--- src/rtl/dma_seq_pkg.sv ---
// ============================================================================
// dma_seq_pkg : shared width, state encodings and address helper for dma_seq
// Revision    : 1.0 - initial release
// ============================================================================
`default_nettype none

package dma_seq_pkg;

  localparam int CPU_W = 16;

  typedef logic [CPU_W-1:0] word_t;

  localparam logic [1:0] DMA_IDLE = 2'd0;
  localparam logic [1:0] DMA_RUN  = 2'd1;
  localparam logic [1:0] DMA_DONE = 2'd2;

  // Address arithmetic wraps modulo 2^CPU_W by construction of the width.
  function automatic word_t next_addr(input word_t addr, input word_t stride);
    return addr + stride;
  endfunction

endpackage

`default_nettype wire

--- src/rtl/dma_chan.sv ---
// ============================================================================
// dma_chan : one load/store address channel (FSM, addr/count/stride, req/done)
// Revision : 1.0 - initial release
// ============================================================================
`default_nettype none

module dma_chan
  import dma_seq_pkg::*;
(
  input  logic             clk,
  input  logic             rst_n,
  input  logic             i_start,
  input  logic [CPU_W-1:0] i_sa,
  input  logic [CPU_W-1:0] i_dnum,
  input  logic [CPU_W-1:0] i_stride,
  input  logic             i_gnt,
  output logic             o_req,
  output logic [CPU_W-1:0] o_addr,
  output logic             o_done,
  output logic             o_busy
);

  logic [1:0] state_q, state_d;
  word_t      addr_q, addr_d;
  word_t      count_q, count_d;
  word_t      stride_q, stride_d;

  always_comb begin
    state_d  = state_q;
    addr_d   = addr_q;
    count_d  = count_q;
    stride_d = stride_q;
    case (state_q)
      DMA_IDLE, DMA_DONE: begin
        // A start in the DONE cycle chains straight into the next sequence.
        if (i_start) begin
          addr_d   = i_sa;
          count_d  = i_dnum;
          stride_d = i_stride;
          state_d  = (i_dnum == '0) ? DMA_DONE : DMA_RUN;
        end else begin
          state_d  = DMA_IDLE;
        end
      end
      DMA_RUN: begin
        if (i_gnt) begin
          addr_d  = next_addr(addr_q, stride_q);
          count_d = count_q - word_t'(1);
          if (count_q == word_t'(1)) state_d = DMA_DONE;
        end
      end
      default: state_d = DMA_IDLE;
    endcase
  end

  always_ff @(posedge clk) begin
    if (!rst_n) begin
      state_q  <= DMA_IDLE;
      addr_q   <= '0;
      count_q  <= '0;
      stride_q <= '0;
    end else begin
      state_q  <= state_d;
      addr_q   <= addr_d;
      count_q  <= count_d;
      stride_q <= stride_d;
    end
  end

  assign o_req  = (state_q == DMA_RUN);
  assign o_busy = (state_q == DMA_RUN);
  assign o_done = (state_q == DMA_DONE);
  assign o_addr = addr_q;

endmodule

`default_nettype wire

--- src/rtl/dma_seq.sv ---
// ============================================================================
// dma_seq : independent load and store address sequencers with req/gnt ports
//           DMA_STRIDE_EN adds per-channel stride inputs (default stride 1)
// Revision : 1.0 - initial release
// ============================================================================
`default_nettype none

module dma_seq
  import dma_seq_pkg::*;
(
  input  logic             clk,
  input  logic             rst_n,
  input  logic             i_start_ld,
  input  logic [CPU_W-1:0] i_sa_ld,
  input  logic [CPU_W-1:0] i_dnum_ld,
  input  logic             i_start_st,
  input  logic [CPU_W-1:0] i_sa_st,
  input  logic [CPU_W-1:0] i_dnum_st,
  output logic             o_ld_req,
  output logic [CPU_W-1:0] o_ld_addr,
  input  logic             i_ld_gnt,
  output logic             o_st_req,
  output logic [CPU_W-1:0] o_st_addr,
  input  logic             i_st_gnt,
  output logic             o_ld_done,
  output logic             o_st_done,
`ifdef DMA_STRIDE_EN
  input  logic [CPU_W-1:0] i_stride_ld,
  input  logic [CPU_W-1:0] i_stride_st,
`endif
  output logic             o_busy
);

  word_t ld_stride, st_stride;
  logic  ld_busy, st_busy;

`ifdef DMA_STRIDE_EN
  assign ld_stride = i_stride_ld;
  assign st_stride = i_stride_st;
`else
  assign ld_stride = word_t'(1);
  assign st_stride = word_t'(1);
`endif

  dma_chan u_ld (
    .clk      (clk),
    .rst_n    (rst_n),
    .i_start  (i_start_ld),
    .i_sa     (i_sa_ld),
    .i_dnum   (i_dnum_ld),
    .i_stride (ld_stride),
    .i_gnt    (i_ld_gnt),
    .o_req    (o_ld_req),
    .o_addr   (o_ld_addr),
    .o_done   (o_ld_done),
    .o_busy   (ld_busy)
  );

  dma_chan u_st (
    .clk      (clk),
    .rst_n    (rst_n),
    .i_start  (i_start_st),
    .i_sa     (i_sa_st),
    .i_dnum   (i_dnum_st),
    .i_stride (st_stride),
    .i_gnt    (i_st_gnt),
    .o_req    (o_st_req),
    .o_addr   (o_st_addr),
    .o_done   (o_st_done),
    .o_busy   (st_busy)
  );

  assign o_busy = ld_busy | st_busy;

endmodule

`default_nettype wire

--- config.mk ---
export PLATFORM = sky130hd
export DESIGN_NAME = dma_seq
export DESIGN_NICKNAME = d
export VERILOG_FILES = /design/src/rtl/dma_seq_pkg.sv /design/src/rtl/dma_chan.sv /design/src/rtl/dma_seq.sv
export SDC_FILE = /design/constraint.sdc
export NUM_CORES = 1
export LEC_CHECK = 0
export BUFFER_PORTS_ARGS = -buffer_cell sky130_fd_sc_hd__buf_2
export CAP_MARGIN = 10
export CORE_ASPECT_RATIO = 1.2
export CORE_UTILIZATION = 55
export DETAILED_ROUTE_END_ITERATION = 10
export GPL_ROUTABILITY_DRIVEN = 0
export MAX_ROUTING_LAYER = met4
export PLACE_DENSITY_LB_ADDON = 0.2
export SLEW_MARGIN = 10
export SYNTH_ARGS = -nofsm -noshare
export SYNTH_HDL_FRONTEND = slang
export SYNTH_SLANG_ARGS = --single-unit
export TNS_END_PERCENT = 30
--- constraint.sdc ---
create_clock -name clk -period 2.7 [get_ports clk]
set_clock_uncertainty 0.1 [all_clocks]
set_input_delay 0.405 -clock clk [delete_from_list [all_inputs] [get_ports clk]]
set_output_delay 0.405 -clock clk [all_outputs]
set_load 0.005 [all_outputs]
==> Word level (Yosys, flattened, before mapping) <==
Index checks and enable logic that the tools add are counted.
{ "totals": {"regBits": 70, "output_inout_bits": 37} }
{ "classes": {"reduce_logical": 14, "n_eq_ne": 12, "bitwise_logic": 1, "n_mux": 22, "add_sub_neg": 4} }
{ "op_table": {"columns": ["op", "count"], "rows": [
  ["$mux 16", 8],
  ["$pmux 16 s2", 4],
  ["$add 16x1->16", 2],
  ["$eq 16x1->1 const B", 2],
  ["$logic_not 16->1", 2],
  ["$sub 16x1->16 const B", 2],
  ["$mux 2", 8],
  ["$ne 2x2->1 const B", 4],
  ["$pmux 2 s2", 2],
  ["$reduce_and 2->1", 4],
  ["$reduce_and 3->1", 2],
  ["$eq 2x1->1 const B", 2],
  ["$eq 2x2->1 const B", 2],
  ["$logic_not 2->1", 2],
  ["$ne 2x1->1 const B", 2],
  ["$reduce_bool 2->1", 2],
  ["$reduce_or 2->1", 2],
  ["$or 1x1->1", 1]
]} }

==> Depth between registers and ports, before layout <==
{ "logic_depth": {"word_depth": 4, "ltp_mapped": 8, "ltp_nobuf": 6} }

==> Modules after synthesis <==
A second synthesis with hierarchy kept.
{ "hier_totals": {"hier_cells": 801, "area_unflattened_um2": 6042.0} }
{ "by_module_without_submodules": {"columns": ["module", "area_per_inst_um2", "cells_each", "instances"], "rows": [
  ["dma_chan at u_st", 3027.9, 397, 1],
  ["dma_chan at u_ld", 3000.4, 401, 1],
  ["dma_seq", 13.8, 3, 1]
]} }

==> Worst setup path before layout <==
No wires, ideal clock.
{ "synth_timing": {"path_kind": "register to register", "from": "reg u_st.addr_q[0], in the netlist u_st.o_addr[0]", "to": "reg u_st.addr_q[14], in the netlist u_st.o_addr[14]", "slack_ps": 791, "setup_ps": 95, "t_arrival_ps": 1714, "stages_incl_launch_ff": 7, "required_time_ps": 2505, "path_cell_list": "dfxtp_1 ha_1 ha_1 nand3_1 or3_1 or2_0 o311ai_1"} }
{ "synth_between": {"elab_chain_cells": 3} }
{ "synth_lines": {"columns": ["item", "line", "source"], "rows": [
  ["start: declaration", "dma_chan.sv:24", "word_t addr_q, addr_d;"],
  ["start signal: assignment", "dma_chan.sv:64", "addr_q <= addr_d;"],
  ["$add 16x1->16", "dma_seq_pkg.sv:19", "return addr + stride;"],
  ["$mux 16", "dma_chan.sv:46", "if (i_gnt) begin"],
  ["$pmux 16 s2", "dma_chan.sv:33", "case (state_q)"]
]} }
Every way passes these cells. The select of a mux whose other input is x is not followed.
A chain may end at the register's enable or synchronous reset.

==> Final worst setup path <==
{ "layout_timing": {"from": "reg u_st.state_q[0]", "to": "out o_st_req"} }
{ "layout_between": {"elab_chain_cells": 1} }
{ "layout_lines": {"columns": ["item", "line", "source"], "rows": [
  ["start: declaration", "dma_chan.sv:23", "logic [1:0] state_q, state_d;"],
  ["start signal: assignment", "dma_chan.sv:63", "state_q <= state_d;"],
  ["$eq 2x1->1", "dma_chan.sv:70", "assign o_req = (state_q == DMA_RUN);"],
  ["end: declaration", "dma_seq.sv:22", "output logic o_st_req,"]
]} }
Every way passes these cells.

==> flow_metrics.tcl <==
set metrics [dict create \
    outcome "finished with violations" \
    violations "design-rule violations" \
    grt_busiest_layer "met2" \
    pwr-share-comb 0.275 \
    synth_edf_count 0 \
    final_util 0.685 \
    cts_resized 0 \
    path_clk_slew_ns 0.08 \
    wire_per_inst_um 18.2 \
    antenna_found_initial 0 \
    coreArea_um2 7840 \
    setup_tns_ns 0 \
    use_met3 0.0570 \
    cts-root-buf "clkbuf_8" \
    diodes 0 \
    dp_cells 766 \
    ys_seq_elements 70 \
    leakage_nw 2.16 \
    start_util 0.578 \
    fmax_ghz 0.420 \
    min_period_ns 2.38 \
    cts_tree "yes" \
    drc 7 \
    yosys-top-cells-area "dfxtp_1 (31%), a21oi_1 (5.3%), nand2_1 (4.8%)" \
    cp-end-kind "output pin" \
    clock_latency_ns 0.36 \
    numCtsBuffers 9 \
    fp.dieH_um 101 \
    num_vias 5209 \
    cts_buffer_depth 2 \
    hpwl_um 9920 \
    stdcell_count 782 \
    overflow 0 \
    drv_slew 0 \
    dr.pass1.iters 8 \
    num_rows 35 \
    hp-class "input port to flop" \
    cts.sinks 70 \
    total_power_mw 3.07 \
    cp.arrival_ns 1.87 \
    worstPathMaxFanout 28 \
    maxCapViolCount 0 \
    pwr-share-clk 0.309 \
    grt_max_degree 48 \
    p_switching_mw 1.06 \
    syn_inst 591 \
    finalSetupViolations 0 \
    required_ns 2.19 \
    die_area_um2 8610 \
    first_global_vias 4888 \
    ys_top_cells_by_count "dfxtp_1 (70), nand2_1 (58), a21oi_1 (48), nor2_1 (41), o21ai_0 (40)" \
    intPower_mw 2.01 \
    synth_top_area_frac 0.309 \
    post_cts_buffers 0 \
    met2_usage 0.598 \
    p_sw_frac 0.345 \
    layout-drive-gt1-share 0.235 \
    io_buffers 106 \
    final-hold-violation-count 0 \
    worstSetupStartpointType "flop" \
    fp.dieW_um 84.9 \
    routed_wirelength_um 14200 \
    powerDensity_nw_per_um2 571 \
    relSlewSlack 0.603 \
    viasPerCell 6.66 \
    synth_top_cell_by_area "dfxtp_1" \
    min_period_over_period 0.881 \
    yosys_warnings 0 \
    ys_types 73 \
    drtIter0Drc 389 \
    syn_nets 669 \
    nFillCells 651 \
    htreeDepth 3 \
    cts_hold_buf 0 \
    path_class "flop to output pin" \
    nets 763 \
    syn_area_per_cell_um2 7.67 \
    synth.most_common_cell "dfxtp_1" \
    area_delta_synth_final_pct 18.5 \
    io_pins 107 \
    vdd_ir_drop_max_mv 0.343 \
    synthFlopType "dfxtp_1" \
    syn-cell-area_um2 4530 \
    rsz0062_at_grt "no" \
    async_reset_ff_frac 0 \
    worst_pin_slew_ns 0.594 \
    grt_usage 0.349 \
    use_met1 0.397 \
    yosysSeqAreaShare 0.309 \
    p_seq_frac 0.416 \
    grt_pass1_wl_um 23300 \
    ant_nets 0 \
]
[cell usage in the layout (no fill, tap or decap), types with 8 or more instances in the layout]
cell      count
buf_2       106
dfxtp_1      70
nand2_1      58
a21oi_1      47
nor2_1       41
o21ai_0      40
nand3_1      22
nor3_1       19
nor4_1       18
buf_4        18
inv_1        15
a31oi_1      12
o22ai_1      12
nand4_1      12
nor2b_1      10
and3_1       10
and2_1       10
mux2i_1       9
clkbuf_8      9
o211ai_1      8
ha_1          8
[cell type report]
class | instances | area (µm²) | share of cell area
multi-input combinational | 462 | 2890 | 0.538
sequential | 70 | 1400 | 0.261
timing repair buffer | 125 | 686 | 0.128
clock buffer | 10 | 128 | 0.0238
tap | 92 | 115 | 0.0214
clock inverter | 6 | 86.3 | 0.0161
inverter | 17 | 63.8 | 0.0119
[kinds of logic after synthesis]
family          share of synthesized area
simple gates                        0.303
compound gates                      0.278
fa+ha+maj                          0.0221
flops                               0.309
mux                                0.0323
buf+inv                            0.0538
xor+xnor                          0.00193
[critical path, stage by stage, from the launching register on]
cell	delay (ns)
dfxtp_1	0.56
nand2b_1	0.28
inv_1	0.16
buf_4	0.31
buf_2	0.18
[per-layer routing]
metal  routed length, µm  share of wire
met5                   0              0
met4                 537          0.038
met3                1150          0.081
met2                6990           0.49
met1                5540           0.39
[worst paths after layout]
kind,startpoint,endpoint,slack (ns),cells after the start
worst max-delay path,u_st.state_q[0],o_st_req,0.32,4
worst min-delay path,i_sa_ld[11],u_ld.o_addr[11],0.19,3
worst max register to register,u_st.state_q[0],u_st.count_q[13],0.48,6
worst min register to register,u_st.stride_q[0],u_st.stride_q[0],0.40,2
[power groups by stage]
| stage | sequential [mW] | clock, mW | combinational [mW] |
|---|---|---|---|
| 6_report | 1.28 | 0.949 | 0.844 |
| 5_1_grt | 1.29 | 1.01 | 0.925 |
| 4_1_cts | 1.27 | 0.951 | 0.831 |
| 3_5_place_dp | 1.29 | 0 | 0.823 |
| 3_3_place_gp | 1.29 | 0 | 0.804 |
| 2_1_floorplan | 1.26 | 0 | 0.562 |
[metrics by stage]
| stage | instance area (µm²) | hold WS [ns] | setup WS [ns] |
|---|---|---|---|
| floorplan | 4530 | 0.345 | 0.791 |
| global placement | 5160 | 0.359 | 0.582 |
| detailed placement | 5160 | 0.381 | 0.554 |
| CTS | 5370 | 0.190 | 0.378 |
| global route | 5370 | 0.221 | 0.211 |
| finish | 5370 | 0.192 | 0.321 |
[flip-flops by register name, indices dropped and copies added (netlist names)]
register,cells
u_ld.count_q,16
u_ld.o_addr,16
u_st.count_q,16
u_st.o_addr,16
u_ld.state_q,2
u_st.state_q,2
u_ld.stride_q,1
u_st.stride_q,1
Power figures use the tool's default switching activity.
